===== src/rtl/tomasulo_pkg.sv =====
// Shared Tomasulo constants: default data-path widths, CDB entry layout and arbiter modes.
package tomasulo_pkg;

  localparam int unsigned DATA_W_DEF = 16;
  localparam int unsigned REG_AW_DEF = 3;
  localparam int unsigned TAG_W_DEF  = 4;

  localparam int unsigned MODE_RR    = 0;
  localparam int unsigned MODE_FIXED = 1;

  typedef struct packed {
    logic                  wreg;
    logic [TAG_W_DEF-1:0]  tag;
    logic [REG_AW_DEF-1:0] dest;
    logic [DATA_W_DEF-1:0] value;
  } cdb_entry_t;

  // Width of a source index; at least one bit even for a single source.
  function automatic int unsigned sel_w(input int unsigned n);
    return (n > 1) ? $clog2(n) : 1;
  endfunction

endpackage


===== src/rtl/cdb_src_fifo.sv =====
// Per-producer result queue for the CDB arbiter; power-of-two depth, registered count.
module cdb_src_fifo #(
  parameter int unsigned DEPTH = 2,
  parameter int unsigned WIDTH = 24,
  localparam int unsigned CW   = $clog2(DEPTH + 1)
) (
  input  logic             clk_i,
  input  logic             rst_ni,
  input  logic             push_i,
  input  logic [WIDTH-1:0] wdata_i,
  input  logic             pop_i,
  output logic [WIDTH-1:0] rdata_o,
  output logic             full_o,
  output logic             empty_o,
  output logic [CW-1:0]    count_o
);

  localparam int unsigned PW = $clog2(DEPTH);

  logic [WIDTH-1:0] mem_q [DEPTH];
  logic [PW-1:0]    wr_q, wr_d, rd_q, rd_d;
  logic [CW-1:0]    cnt_q, cnt_d;
  logic             do_push, do_pop;

  assign full_o  = (cnt_q == CW'(DEPTH));
  assign empty_o = (cnt_q == '0);
  assign count_o = cnt_q;
  assign rdata_o = mem_q[rd_q];

  // Pushes into a full queue are dropped rather than overwriting the oldest entry.
  assign do_push = push_i & ~full_o;
  assign do_pop  = pop_i & ~empty_o;

  always_comb begin
    wr_d  = do_push ? wr_q + PW'(1) : wr_q;
    rd_d  = do_pop ? rd_q + PW'(1) : rd_q;
    cnt_d = cnt_q;
    case ({do_push, do_pop})
      2'b10:   cnt_d = cnt_q + CW'(1);
      2'b01:   cnt_d = cnt_q - CW'(1);
      default: cnt_d = cnt_q;
    endcase
  end

  always_ff @(posedge clk_i) begin
    if (!rst_ni) begin
      wr_q  <= '0;
      rd_q  <= '0;
      cnt_q <= '0;
    end else begin
      wr_q  <= wr_d;
      rd_q  <= rd_d;
      cnt_q <= cnt_d;
    end
  end

  always_ff @(posedge clk_i) begin
    if (rst_ni && do_push) begin
      mem_q[wr_q] <= wdata_i;
    end
  end

endmodule


===== src/rtl/cdb_arbiter_rr.sv =====
// Common-data-bus arbiter: queues results per producer and broadcasts one per cycle,
// picking the winner round-robin or by fixed lowest-index priority.
module cdb_arbiter_rr
  import tomasulo_pkg::*;
#(
  parameter int unsigned N_SRC  = 3,
  parameter int unsigned DEPTH  = 2,
  parameter int unsigned DATA_W = DATA_W_DEF,
  parameter int unsigned REG_AW = REG_AW_DEF,
  parameter int unsigned TAG_W  = TAG_W_DEF,
  parameter int unsigned MODE   = MODE_RR,
  localparam int unsigned SW    = sel_w(N_SRC),
  localparam int unsigned CW    = $clog2(DEPTH + 1)
) (
  input  logic                    clock,
  input  logic                    reset_n,
  input  logic [N_SRC-1:0]        src_valid,
  output logic [N_SRC-1:0]        src_ready,
  input  logic [N_SRC*DATA_W-1:0] src_value,
  input  logic [N_SRC*REG_AW-1:0] src_dest,
  input  logic [N_SRC*TAG_W-1:0]  src_tag,
  input  logic [N_SRC-1:0]        src_wreg,
  output logic                    cdb_valid,
  output logic                    cdb_wen,
  output logic [DATA_W-1:0]       cdb_value,
  output logic [REG_AW-1:0]       cdb_dest,
  output logic [TAG_W-1:0]        cdb_tag,
  output logic [SW-1:0]           cdb_src,
  output logic [N_SRC*CW-1:0]     occupancy
);

  localparam int unsigned EW = 1 + TAG_W + REG_AW + DATA_W;

  logic [EW-1:0]    head [N_SRC];
  logic [N_SRC-1:0] full, empty, pop;
  logic             grant;
  logic [SW-1:0]    win_idx;
  logic [EW-1:0]    win_entry;
  logic [SW-1:0]    rr_q;

  for (genvar i = 0; i < N_SRC; i++) begin : g_src
    logic [EW-1:0] wdata;
    assign wdata = {src_wreg[i], src_tag[i*TAG_W +: TAG_W], src_dest[i*REG_AW +: REG_AW],
                    src_value[i*DATA_W +: DATA_W]};

    cdb_src_fifo #(
      .DEPTH (DEPTH),
      .WIDTH (EW)
    ) u_fifo (
      .clk_i   (clock),
      .rst_ni  (reset_n),
      .push_i  (src_valid[i]),
      .wdata_i (wdata),
      .pop_i   (pop[i]),
      .rdata_o (head[i]),
      .full_o  (full[i]),
      .empty_o (empty[i]),
      .count_o (occupancy[i*CW +: CW])
    );

    assign src_ready[i] = ~full[i];
  end

  // Round-robin is two ascending passes: first indices above rr_q, then the wrap-around.
  // In fixed mode the first pass already covers every index.
  always_comb begin
    grant     = 1'b0;
    win_idx   = '0;
    win_entry = '0;
    pop       = '0;
    for (int i = 0; i < int'(N_SRC); i++) begin
      if (!grant && !empty[i] && (MODE == MODE_FIXED || i > int'(rr_q))) begin
        grant     = 1'b1;
        win_idx   = SW'(i);
        win_entry = head[i];
        pop[i]    = 1'b1;
      end
    end
    for (int i = 0; i < int'(N_SRC); i++) begin
      if (!grant && !empty[i]) begin
        grant     = 1'b1;
        win_idx   = SW'(i);
        win_entry = head[i];
        pop[i]    = 1'b1;
      end
    end
  end

  always_ff @(posedge clock) begin
    if (!reset_n) begin
      cdb_valid <= 1'b0;
      cdb_wen   <= 1'b0;
      cdb_value <= '0;
      cdb_dest  <= '0;
      cdb_tag   <= '0;
      cdb_src   <= '0;
      rr_q      <= SW'(N_SRC - 1);
    end else begin
      cdb_valid <= grant;
      cdb_wen   <= grant & win_entry[EW-1];
      // Payload and source hold their last values on idle cycles.
      if (grant) begin
        cdb_value <= win_entry[DATA_W-1:0];
        cdb_dest  <= win_entry[DATA_W +: REG_AW];
        cdb_tag   <= win_entry[DATA_W+REG_AW +: TAG_W];
        cdb_src   <= win_idx;
        if (MODE == MODE_RR) begin
          rr_q <= win_idx;
        end
      end
    end
  end

endmodule


===== config.mk =====
export PLATFORM = sky130hd
export DESIGN_NAME = cdb_arbiter_rr
export DESIGN_NICKNAME = d
export VERILOG_FILES = /design/src/rtl/tomasulo_pkg.sv /design/src/rtl/cdb_src_fifo.sv /design/src/rtl/cdb_arbiter_rr.sv
export SDC_FILE = /design/constraint.sdc
export NUM_CORES = 1
export LEC_CHECK = 0
export BUFFER_PORTS_ARGS = -buffer_cell sky130_fd_sc_hd__buf_2
export CORE_MARGIN = 2
export CORE_UTILIZATION = 50
export CTS_BUF_LIST = sky130_fd_sc_hd__clkbuf_16
export DETAILED_ROUTE_END_ITERATION = 6
export PLACE_DENSITY = 0.71
export SLEW_MARGIN = 5
export SYNTH_ARGS = -nofsm -noshare
export SYNTH_HDL_FRONTEND = slang
export SYNTH_SLANG_ARGS = --single-unit

===== constraint.sdc =====
create_clock -name clock -period 9.1 [get_ports clock]
set_input_delay 1.82 -clock clock [delete_from_list [all_inputs] [get_ports clock]]
set_output_delay 1.82 -clock clock [all_outputs]
set_load 0.01 [all_outputs]

==> summary.txt, run 1 <==
Setup path
  • WP data required: 9.44 ns
  • CP arrival: 3.68 ns
  • Slowest stage delay, CP: 1.03 ns
  • WS Path Type: input port to flop
  • Crit path cell chain: buf_2 > a21boi_4 > o22ai_1 > o211ai_1
  • Worst Path Max Fanout: 46
  • Delay-heaviest family, CP: compound AO/OA/AOI/OAI gates
  • Worst r2r path cells: 4
  • Setup crit start kind: input port
  • Buffer and inverter count on the worst path: 1
  • Critical Path Stages: 4
  • CP Capture Type: flop
  • CP max stage cell: a21boi_4

Synthesis
  • Unique masters post-synth: 50
  • Top cells by area, synth: edfxtp_1 (53%), mux2i_1 (11%), dfxtp_1 (10%)
  • Yosys reg bits: 187
  • Sequential-to-total area share from yosys stat: 0.631
  • Mapped Cells: 594
  • Synth area leader: edfxtp_1
  • Yosys warns: 0
  • Async S/R FF share, synth: 0
  • Synthesized cell area: 8220 um2
  • Commonest register cell after synthesis: edfxtp_1
  • Count of flip-flops with a built-in enable after synthesis: 144
  • Top post-synthesis cells by count: edfxtp_1 (144), mux2i_1 (92), nand2_1 (50), dfxtp_1 (43), nor2_1 (25)
  • Top-count cell post-synth: edfxtp_1
  • Synth top area share: 0.526
  • Syn avg cell area: 13.8 um2
  • Synth Net Count: 674

Global routing
  • Global-route wire length before repair: 29800 um
  • Grt total ovfl: 0
  • Largest net degree at the start of global routing: 50
  • Number of global-route vias before repair: 5494
  • Initial antenna violation count: 0
  • GRT Total Usage: 0.221

STA
  • Max transition margin: 0.164
  • Final period util: 0.366
  • Slew @ Worst Pin: 1.25 ns
  • Final Hold Slack: 0.471 ns
  • Max Fclk: 0.300 GHz
  • Count of final setup violators: 0
  • Setup_tns: 0 ns
  • Final hold viol count: 0
  • Max-slew violation count: 0
  • RSZ-0062 raised after global routing: no
  • Setup Skew: 0.00842 ns
  • Final min period: 3.33 ns

Clock network
  • Clk_lat worst skew: 0.42 ns
  • Post-CTS sizing: 0
  • Post-CTS setup buffers: 0
  • Clock Path Buffers: 2
  • TritonCTS Buffers: 17
  • Max H-tree Level: 4
  • Clock Pin Slew Worst Setup and Hold Paths: 0.07 ns
  • Root Driver: clkbuf_16
  • TritonCTS clock tree: yes
  • Hold Buf Count CTS: 0
  • CTS sink cnt: 187

Outcome
  • Outcome: finished, final reports clean

Route
  • WL/cell: 20.8 um
  • Via-to-Cell Ratio: 5.91
  • ANT nets after route: 0
  • Via Count: 5404
  • DR pass1 iterations: 5
  • DRT iter0 DRCs: 482
  • Drt drc: 0
  • WL final: 19000 um

Power
  • Sw power: 1.03 mW
  • Reg power frac: 0.386
  • PwrDens: 309 nW/um2
  • Switching share of power: 0.356
  • Clock power frac: 0.246
  • Lkg Pwr: 3.39 nW
  • Total design power: 2.90 mW
  • Combinational Power Share: 0.367
  • Int Power: 1.87 mW
  • Worst-case vdd ir drop: 141 uV

Placed design
  • PortBufs: 112
  • Dpl cell area: 8830 um2
  • Post-DP HPWL: 12500 um
  • RePlAce Congestion: 0.812

Final layout
  • Layout cells sized above 1: 0.240
  • Diode count: 0
  • Final instance area: 9410 um2
  • Core Util, Final: 0.588
  • FF/Latch Area: 5180 um2
  • Area Growth Syn to Fin: 14.5%
  • Area taken by multi-input logic gates: 2750 um2
  • Nets@finish: 766
  • Fillers: 1291

Worst hold path
  • Hold depth: 2
  • Tightest Hold Check Type: flop to flop

Floorplan
  • Row count: 46
  • Die H: 132 um
  • Core Footprint: 16000 um2
  • Die area: 17500 um2
  • Starting Density: 0.514
  • I/O pin total: 113
  • Horiz. Die Dim: 132 um

Flow run
  • MaxCap Viol Count: 0
## state kept, by name (all words and copies together), names as in the netlist, named ones only
signal,count
cdb_value,16
cdb_wen,1
rr_q,1
cdb_src,2
g_src.u_fifo.count_o,6
g_src.u_fifo.mem_q,144
cdb_tag,4
g_src.u_fifo.rd_q,3
g_src.u_fifo.wr_q,3
cdb_dest,3
cdb_valid,1
## worst paths after layout
kind / start / to / slack (ns)
max reg2reg: rr_q[1] / cdb_value[4] / 6.61
min reg2reg: cdb_value[14] / cdb_value[14] / 0.47
max: reset_n / cdb_value[0] / 5.77
min: cdb_value[14] / cdb_value[14] / 0.47
## cell type report
type                            instances  share of cell area
Clock buffer                           17              0.0452
Multi-Input combinational cell        358               0.292
Clock inverter                         15              0.0160
Sequential cell                       187               0.551
Tap cell                              216              0.0287
Inverter                                2            0.000798
Timing Repair Buffer                  120              0.0660
## power groups by stage
stage / clock [mW] / sequential, mW / combinational [mW]
after floorplan: 0 / 1.13 / 0.798
after global placement: 0 / 1.13 / 1.01
after detailed placement: 0 / 1.14 / 1.05
after CTS: 0.726 / 1.12 / 1.06
after global routing: 0.759 / 1.13 / 1.15
final: 0.716 / 1.12 / 1.07
## kinds of logic after synthesis
family / after synthesis / synth area share
multiplexers: 95 / 0.116
adder cells (fa/ha/maj): 3 / 0.00457
AND/OR/NAND/NOR: 132 / 0.0818
flip-flops: 187 / 0.631
AO/OA/AOI/OAI: 116 / 0.118
XOR/XNOR: 12 / 0.0128
buffers and inverters: 49 / 0.0362
## per-stage QoR
step	cells	setup WS (ns)
6_report	915	5.77
4_1_cts	915	5.79
3_5_place_dp	883	5.34
2_1_floorplan	594	4.80
5_1_grt	915	5.59
3_3_place_gp	883	5.50
## worst register-to-register path, cell delays in order (launching register included)
cell and delay, ns:
dfxtp_1 0.50, inv_1 0.42, a22oi_2 1.09, o22a_1 0.23, o211ai_1 0.11
## layout by cell type (no fill, tap or decap), drive strengths merged, types with 6 or more instances in the layout
master | Yosys | layout
a21boi | 6 | 6
and2 | 13 | 13
and3 | 23 | 23
buf | 36 | 120
clkbuf | 11 | 17
clkinv | 0 | 7
dfxtp | 43 | 43
edfxtp | 144 | 144
inv | 2 | 6
mux2i | 92 | 92
nand2 | 50 | 50
nor2 | 26 | 26
o2111ai | 23 | 23
o211ai | 24 | 24
o22a | 22 | 22
o22ai | 24 | 24
xnor2 | 10 | 10
## metal layers
layer  vias up  GRT usage  part of all wire
met3        21     0.0415             0.060
met2       258      0.355              0.48
met1      2651      0.303              0.45
met5         -          0                 0
li1       2474          -                 -
met4         0     0.0777             0.013
(Power assumes the default switching activity.)
==> run 2: changes to the inputs <==
- clock period: 9.1 -> 3.3 ns (I/O delays scaled with it)
==> run 2 against run 1 <==
Critical path depth is the same. Critical path type is now flop to flop. Clock power grew to 2.7 times the previous value. Largest power group unchanged. Largest cell class unchanged. First-iteration DRC count shrank 12%. Total power grew to 2.7 times the previous value. Setup slack lost 4.9 ns.
==> summary.txt, run 2 (same netlist as run 1, synthesis figures left out) <==
Placed design
  • PortBufs: 112 (unchanged)
  • RePlAce Congestion: 0.842 (+3.7%)
  • Post-DP HPWL: 12900 um (+2.7%)

STA
  • Slew @ Worst Pin: 1.12 ns (-0.131 ns)
  • Max-slew violation count: 0 (unchanged)
  • Setup Skew: 0.00595 ns (-0.00247 ns)
  • Max transition margin: 0.253 (+0.0896)
  • Max Fclk: 0.414 GHz
  • RSZ-0062 raised after global routing: no
  • Count of final setup violators: 0 (unchanged)
  • Final period util: 0.732
  • Setup_tns: 0 ns (unchanged)
  • Final min period: 2.42 ns
  • Final hold viol count: 0 (unchanged)
  • Final Hold Slack: 0.412 ns (-0.0589 ns)

Route
  • WL/cell: 20.7 um (-0.42%)
  • Via Count: 5470 (+1.2%)
  • Drt drc: 0 (unchanged)
  • DR pass1 iterations: 5 (unchanged)
  • ANT nets after route: 0 (unchanged)
  • Via-to-Cell Ratio: 5.95 (+0.67%)
  • DRT iter0 DRCs: 424 (-12%)
  • WL final: 19000 um (+0.12%)

Global routing
  • GR met1 Demand/Resource: 0.302 (-0.00162)
  • Initial antenna violation count: 0 (unchanged)
  • GR peak layer: met2
  • Global-route wire length before repair: 29700 um (-0.44%)
  • GRT Total Usage: 0.221 (-0.000528)
  • Met2 GRT Util: 0.349 (-0.00579)
  • GR Util met3: 0.0458 (+0.00423)
  • Largest net degree at the start of global routing: 50 (unchanged)
  • Number of global-route vias before repair: 5518 (+0.44%)
  • Grt total ovfl: 0 (unchanged)

Final layout
  • Largest reg by FF count: g_src.u_fifo.mem_q
  • Fillers: 1287 (-0.31%)
  • Area Growth Syn to Fin: 14.8%
  • Max reg flops: 144 (unchanged)
  • Layout cells sized above 1: 0.246 (+0.00540)
  • Leading cell types in the layout, fill and taps excluded: edfxtp_1 (144), buf_2 (112), mux2i_1 (92)
  • Core Util, Final: 0.590 (+0.00180)
  • Commonest non-fill, non-tap cell in the layout: edfxtp_1
  • Nets@finish: 771 (+0.65%)
  • Diode count: 0 (unchanged)

Setup path
  • Crit path cell chain: inv_1 > a22oi_2 > o22a_1 > o211ai_1
  • CP max stage cell: a22oi_2
  • Setup crit start kind: flop
  • Worst R2R Setup Slack: 0.88 ns (-5.73 ns)
  • Worst setup path start: rr_q[1]
  • Worst r2r path cells: 4 (unchanged)
  • WS Path Type: flop to flop
  • Worst setup path end: cdb_value[4]
  • CP arrival: 2.72 ns (-0.96 ns)
  • CP Capture Type: flop
  • R2r endpoint: cdb_value[4]
  • R2r startpoint: rr_q[1]
  • WP data required: 3.60 ns (-5.84 ns)
  • Slowest stage delay, CP: 1.02 ns (about the same)
  • Worst Path Max Fanout: 24 (-48%)

Worst hold path
  • Tightest Hold Check Type: input port to flop
  • Hold_sp: src_value[11]

Flow run
  • MaxCap Viol Count: 0 (unchanged)

Clock network
  • CTS sink cnt: 187 (unchanged)
  • Root Driver: clkbuf_16
  • Clock Pin Slew Worst Setup and Hold Paths: 0.07 ns (about the same)
  • Post-CTS sizing: 0 (unchanged)
  • Clock Path Buffers: 2 (unchanged)
  • Hold Buf Count CTS: 0 (unchanged)
  • Clk_lat worst skew: 0.43 ns (about the same)
  • Post-CTS setup buffers: 0 (unchanged)
  • TritonCTS clock tree: yes
  • TritonCTS Buffers: 17 (unchanged)
  • Max H-tree Level: 4 (unchanged)

Floorplan
  • I/O pin total: 113 (unchanged)
  • Horiz. Die Dim: 132 um (unchanged)
  • Row count: 46 (unchanged)
  • Starting Density: 0.514 (unchanged)
  • Core Footprint: 16000 um2 (unchanged)
  • Die area: 17500 um2 (unchanged)
  • Die H: 132 um (unchanged)

Outcome
  • Outcome: finished, final reports clean

Power
  • PwrDens: 843 nW/um2 (+170%)
  • Worst-case vdd ir drop: 442 uV (+210%)
  • Lkg Pwr: 3.41 nW (+0.68%)
  • Total design power: 7.95 mW (+170%)
## run 2: power breakdown
part	internal (mW)	switching, mW	total, mW
Sequential	2.89	0.238	3.13
Clock	1.04	0.876	1.91
Combinational	1.17	1.74	2.91
## run 2: final cells by class
cell class | instances | area (um2) | area share
Clock inverter | 15 | 129 | 0.0137
Sequential cell | 187 | 5180 | 0.549
Multi-Input combinational cell | 358 | 2750 | 0.291
Clock buffer | 17 | 425 | 0.0451
Timing Repair Buffer | 125 | 671 | 0.0711
Tap cell | 216 | 270 | 0.0286
Inverter | 2 | 7.51 | 0.000795
## run 2: through the flow
step	std cells	instance area, um2	setup WS [ns]
2_1_floorplan	594	8220	0.111
3_3_place_gp	888	8880	1.07
3_5_place_dp	888	8880	0.969
4_1_cts	920	9440	0.941
5_1_grt	920	9440	0.789
6_report	920	9440	0.884
## run 2: layer usage
layer | routed length, um | vias to the layer above
met3 | 1350 | 27
met1 | 8380 | 2691
met4 | 325 | 0
met2 | 8980 | 265
met5 | 0 | -
li1 | - | 2487
## run 2: worst min-delay path by stage
stage                                               to  slack (ns)  depth (start not counted)
after floorplan                            cdb_dest[2]        0.50                          2
after global placement                    cdb_value[9]        0.46                          2
after detailed placement                  cdb_value[9]        0.45                          2
after CTS                 g_src[0].u_fifo.mem_q[0][11]        0.40                          1
after global routing      g_src[2].u_fifo.mem_q[1][23]        0.40                          1
final                     g_src[0].u_fifo.mem_q[0][11]        0.41                          1
## run 2: worst max-delay path, delay by kind of cell, from the launching register on
family,cells,cell delay [ns]
AOI/OAI and AO/OA,3,1.36
buffers and inverters,1,0.43
DFF,1,0.49
==> run 3: changes to the inputs <==
- ABC_AREA: default -> 1
- PLACE_DENSITY: 0.71 -> 0.74
- clock period: 3.3 -> 2.13 ns (I/O delays scaled with it)
==> run 3 against run 2 <==
Register-to-register slack worse by 0.74 ns. Sequential power up 50%. Sequential share of layout area grew 0.15 points. Core utilization up 2.5 points. Fmax increased by 21%. Largest power group is now combinational logic.
==> summary.txt, run 3 <==
Worst hold path
  • Hold_sp: src_value[2]
  • Tightest Hold Check Type: input port to flop
  • Hold depth: 1 (unchanged)
  • Hold endpoint: g_src[0].u_fifo.mem_q[0][2]

Clock network
  • CTS sink cnt: 187 (unchanged)
  • TritonCTS clock tree: yes
  • Root Driver: clkbuf_16
  • Post-CTS setup buffers: 0 (unchanged)
  • Clock Pin Slew Worst Setup and Hold Paths: 0.07 ns (about the same)
  • Clk_lat worst skew: 0.44 ns (about the same)
  • Hold Buf Count CTS: 0 (unchanged)
  • Max H-tree Level: 4 (unchanged)
  • Clock Path Buffers: 2 (unchanged)
  • TritonCTS Buffers: 17 (unchanged)

STA
  • Max-slew violation count: 0 (unchanged)
  • Max Fclk: 0.503 GHz (+21%)
  • Setup_tns: 0 ns (unchanged)
  • Slew @ Worst Pin: 0.861 ns (-0.259 ns)
  • Final period util: 0.934 (+0.202)
  • Setup Skew: 0.0104 ns (+0.00442 ns)
  • Max transition margin: 0.426 (+0.172)
  • Final min period: 1.99 ns (-0.426 ns)
  • RSZ-0062 raised after global routing: yes
  • Count of final setup violators: 0 (unchanged)
  • Final hold viol count: 0 (unchanged)

Route
  • Via Count: 5839 (+6.7%)
  • DRT iter0 DRCs: 614 (+45%)
  • Drt drc: 0 (unchanged)
  • Routed wl met2: 9010 um (+0.37%)
  • Highest metal used: met4
  • DR pass1 iterations: 5 (unchanged)
  • Met3 Wirelength: 1060 um (-22%)
  • WL final: 18100 um (-5.1%)
  • WL/cell: 15.8 um (-24%)
  • Via-to-Cell Ratio: 5.11 (-14%)
  • ANT nets after route: 0 (unchanged)
  • M1 WL: 7620 um (-9.0%)

Power
  • Lkg Pwr: 4.07 nW (+19%)
  • Sw power: 4.92 mW (+72%)
  • Int Power: 7.76 mW (+52%)
  • Worst-case vdd ir drop: 853 uV (+93%)
  • PwrDens: 1350 nW/um2 (+60%)
  • Switching share of power: 0.388 (+0.0291)
  • Total design power: 12.7 mW (+59%)
  • Combinational Power Share: 0.388 (+0.022)
  • Clock power frac: 0.243 (+0.002)
  • Reg power frac: 0.369 (-0.025)

Placed design
  • Post-DP HPWL: 12400 um (-4.0%)
  • RePlAce Congestion: 0.882 (+4.8%)
  • PortBufs: 112 (unchanged)

Global routing
  • Number of global-route vias before repair: 5471 (-0.85%)
  • Global-route wire length before repair: 27600 um (-6.9%)
  • GRT Total Usage: 0.223 (+0.00204)
  • Largest net degree at the start of global routing: 48 (-4.0%)
  • Grt total ovfl: 0 (unchanged)
  • Initial antenna violation count: 0 (unchanged)

Final layout
  • Leading cell types in the layout, fill and taps excluded: nand2_1 (304), edfxtp_1 (144), buf_2 (112)
  • Area Growth Syn to Fin: 19.4%
  • Nets@finish: 999 (+30%)
  • Commonest non-fill, non-tap cell in the layout: nand2_1
  • Layout cells sized above 1: 0.202 (-0.0440)
  • Max reg flops: 144 (unchanged)
  • Largest reg by FF count: g_src.u_fifo.mem_q
  • Core Util, Final: 0.615 (+0.0247)
  • Diode count: 0 (unchanged)

Synthesis
  • Unique masters post-synth: 25 (-50%)
  • Top post-synthesis cells by count: nand2_1 (304), edfxtp_1 (144), nand3_1 (76), nor2_1 (62), dfxtp_1 (43)
  • Synth Net Count: 885 (+31%)
  • Commonest register cell after synthesis: edfxtp_1
  • Sequential-to-total area share from yosys stat: 0.658 (+0.0267)
  • Synthesized cell area: 7880 um2 (-4.1%)
  • Count of flip-flops with a built-in enable after synthesis: 144 (unchanged)
  • Syn avg cell area: 9.79 um2 (-29%)
  • Top cells by area, synth: edfxtp_1 (55%), nand2_1 (14%), dfxtp_1 (11%)
  • Synth top area share: 0.548 (+0.0223)
  • Yosys reg bits: 187 (unchanged)
  • Async S/R FF share, synth: 0 (unchanged)
  • Top-count cell post-synth: nand2_1
  • Yosys warns: 0 (unchanged)
  • Mapped Cells: 805 (+36%)
  • Synth area leader: edfxtp_1

Setup path
  • Worst r2r path cells: 11 (+7)
  • WS Path Type: flop to flop
  • CP Capture Type: flop
  • Setup crit start kind: flop
  • Worst R2R Setup Slack: 0.14 ns (-0.74 ns)
  • Worst Path Max Fanout: 26 (+8.3%)
  • R2r startpoint: g_src[1].u_fifo.count_o[0]
  • CP arrival: 2.31 ns (-0.41 ns)
  • R2r endpoint: g_src[0].u_fifo.count_o[1]
  • WP data required: 2.45 ns (-1.15 ns)

Floorplan
  • Horiz. Die Dim: 130 um (-2.0%)
  • Starting Density: 0.515 (+0.00118)
  • Core Footprint: 15300 um2 (-4.3%)
  • Die H: 130 um (-2.0%)
  • I/O pin total: 113 (unchanged)
  • Die area: 16800 um2 (-3.9%)
  • Row count: 45 (-2.2%)

Outcome
  • Outcome: finished, final reports clean

Flow run
  • MaxCap Viol Count: 0 (unchanged)
run 3: cell count changes in the layout (fill, tap and decap cells not counted), sizes merged, moves of 30 or more:
cell   before  now
nand2      50  309
nand3       2   76
o21ai       4   34
inv         6   44
mux2i      92    1
nor2       26   65
run 3: stage by stage:
| step | area [um2] | hold WS (ns) | cells | setup slack, ns |
|---|---|---|---|---|
| 2_1_floorplan | 7930 | 0.426 | 805 | 0.0133 |
| 3_5_place_dp | 8830 | 0.440 | 1111 | 0.151 |
| 6_report | 9410 | 0.179 | 1143 | 0.140 |
| 3_3_place_gp | 8830 | 0.435 | 1111 | 0.227 |
| 5_1_grt | 9410 | 0.164 | 1143 | -0.0452 |
| 4_1_cts | 9410 | 0.165 | 1143 | 0.131 |
run 3: cell families after synthesis:
logic type                 Yosys count  synth area share
AOI/OAI and AO/OA                   49            0.0311
adders and majority gates            3           0.00476
buffers and inverters               84            0.0455
DFF                                187             0.658
muxes                                2           0.00270
and+or+nand+nor                    480             0.258
run 3: worst max path at each step:
stage                                    start                     endpoint  slack (ns)  cells past startpoint
floorplan                              reset_n  g_src[0].u_fifo.mem_q[1][0]        0.01                      4
global placement                       rr_q[1]   g_src[0].u_fifo.count_o[1]        0.23                     10
detailed placement  g_src[1].u_fifo.count_o[0]   g_src[0].u_fifo.count_o[1]        0.15                     11
CTS                                    rr_q[1]   g_src[1].u_fifo.count_o[1]        0.13                     11
global route        g_src[1].u_fifo.count_o[0]   g_src[0].u_fifo.count_o[1]       -0.05                     11
finish              g_src[1].u_fifo.count_o[0]   g_src[0].u_fifo.count_o[1]        0.14                     11
run 3: worst max-delay path, stage by stage (launching register included):
cell,delay (ns)
dfxtp_1,0.34
inv_2,0.10
nand2_4,0.08
nand2_4,0.06
buf_4,0.29
nand3_1,0.15
inv_1,0.16
ha_1,0.27
a21oi_1,0.11
o21ai_0,0.10
o21ai_0,0.16
a21oi_1,0.06
run 3: layer usage:
metal,vias up,global-route usage
met5,-,0
met3,23,0.0557
met4,0,0.0759
met2,198,0.381
met1,2699,0.277
li1,2919,-
run 3: final cells by class:
class                   instances  area [um2]
inverters                      43         161
flip-flops and latches        187        5180
clock inverters                15         151
well taps                     211         264
repair buffers                136         841
clock buffers                  17         425
multi-input cells             534        2380
fillers                      1305        5900
run 3: repair_timing:
| item | CTS | global route |
|---|---|---|
| setup endpoints to repair | 0 | 3 |
| hold endpoints to repair | 0 | 0 |
| gates resized for setup | 0 | 1 |
run 3: power groups by stage:
stage | Clock, mW | Sequential (mW) | Combinational [mW]
after global placement | 0 | 4.73 | 4.80
final | 3.07 | 4.68 | 4.92
after floorplan | 0 | 4.79 | 3.37
after detailed placement | 0 | 4.75 | 4.89
after global routing | 3.25 | 4.72 | 5.50
after CTS | 3.11 | 4.68 | 4.91
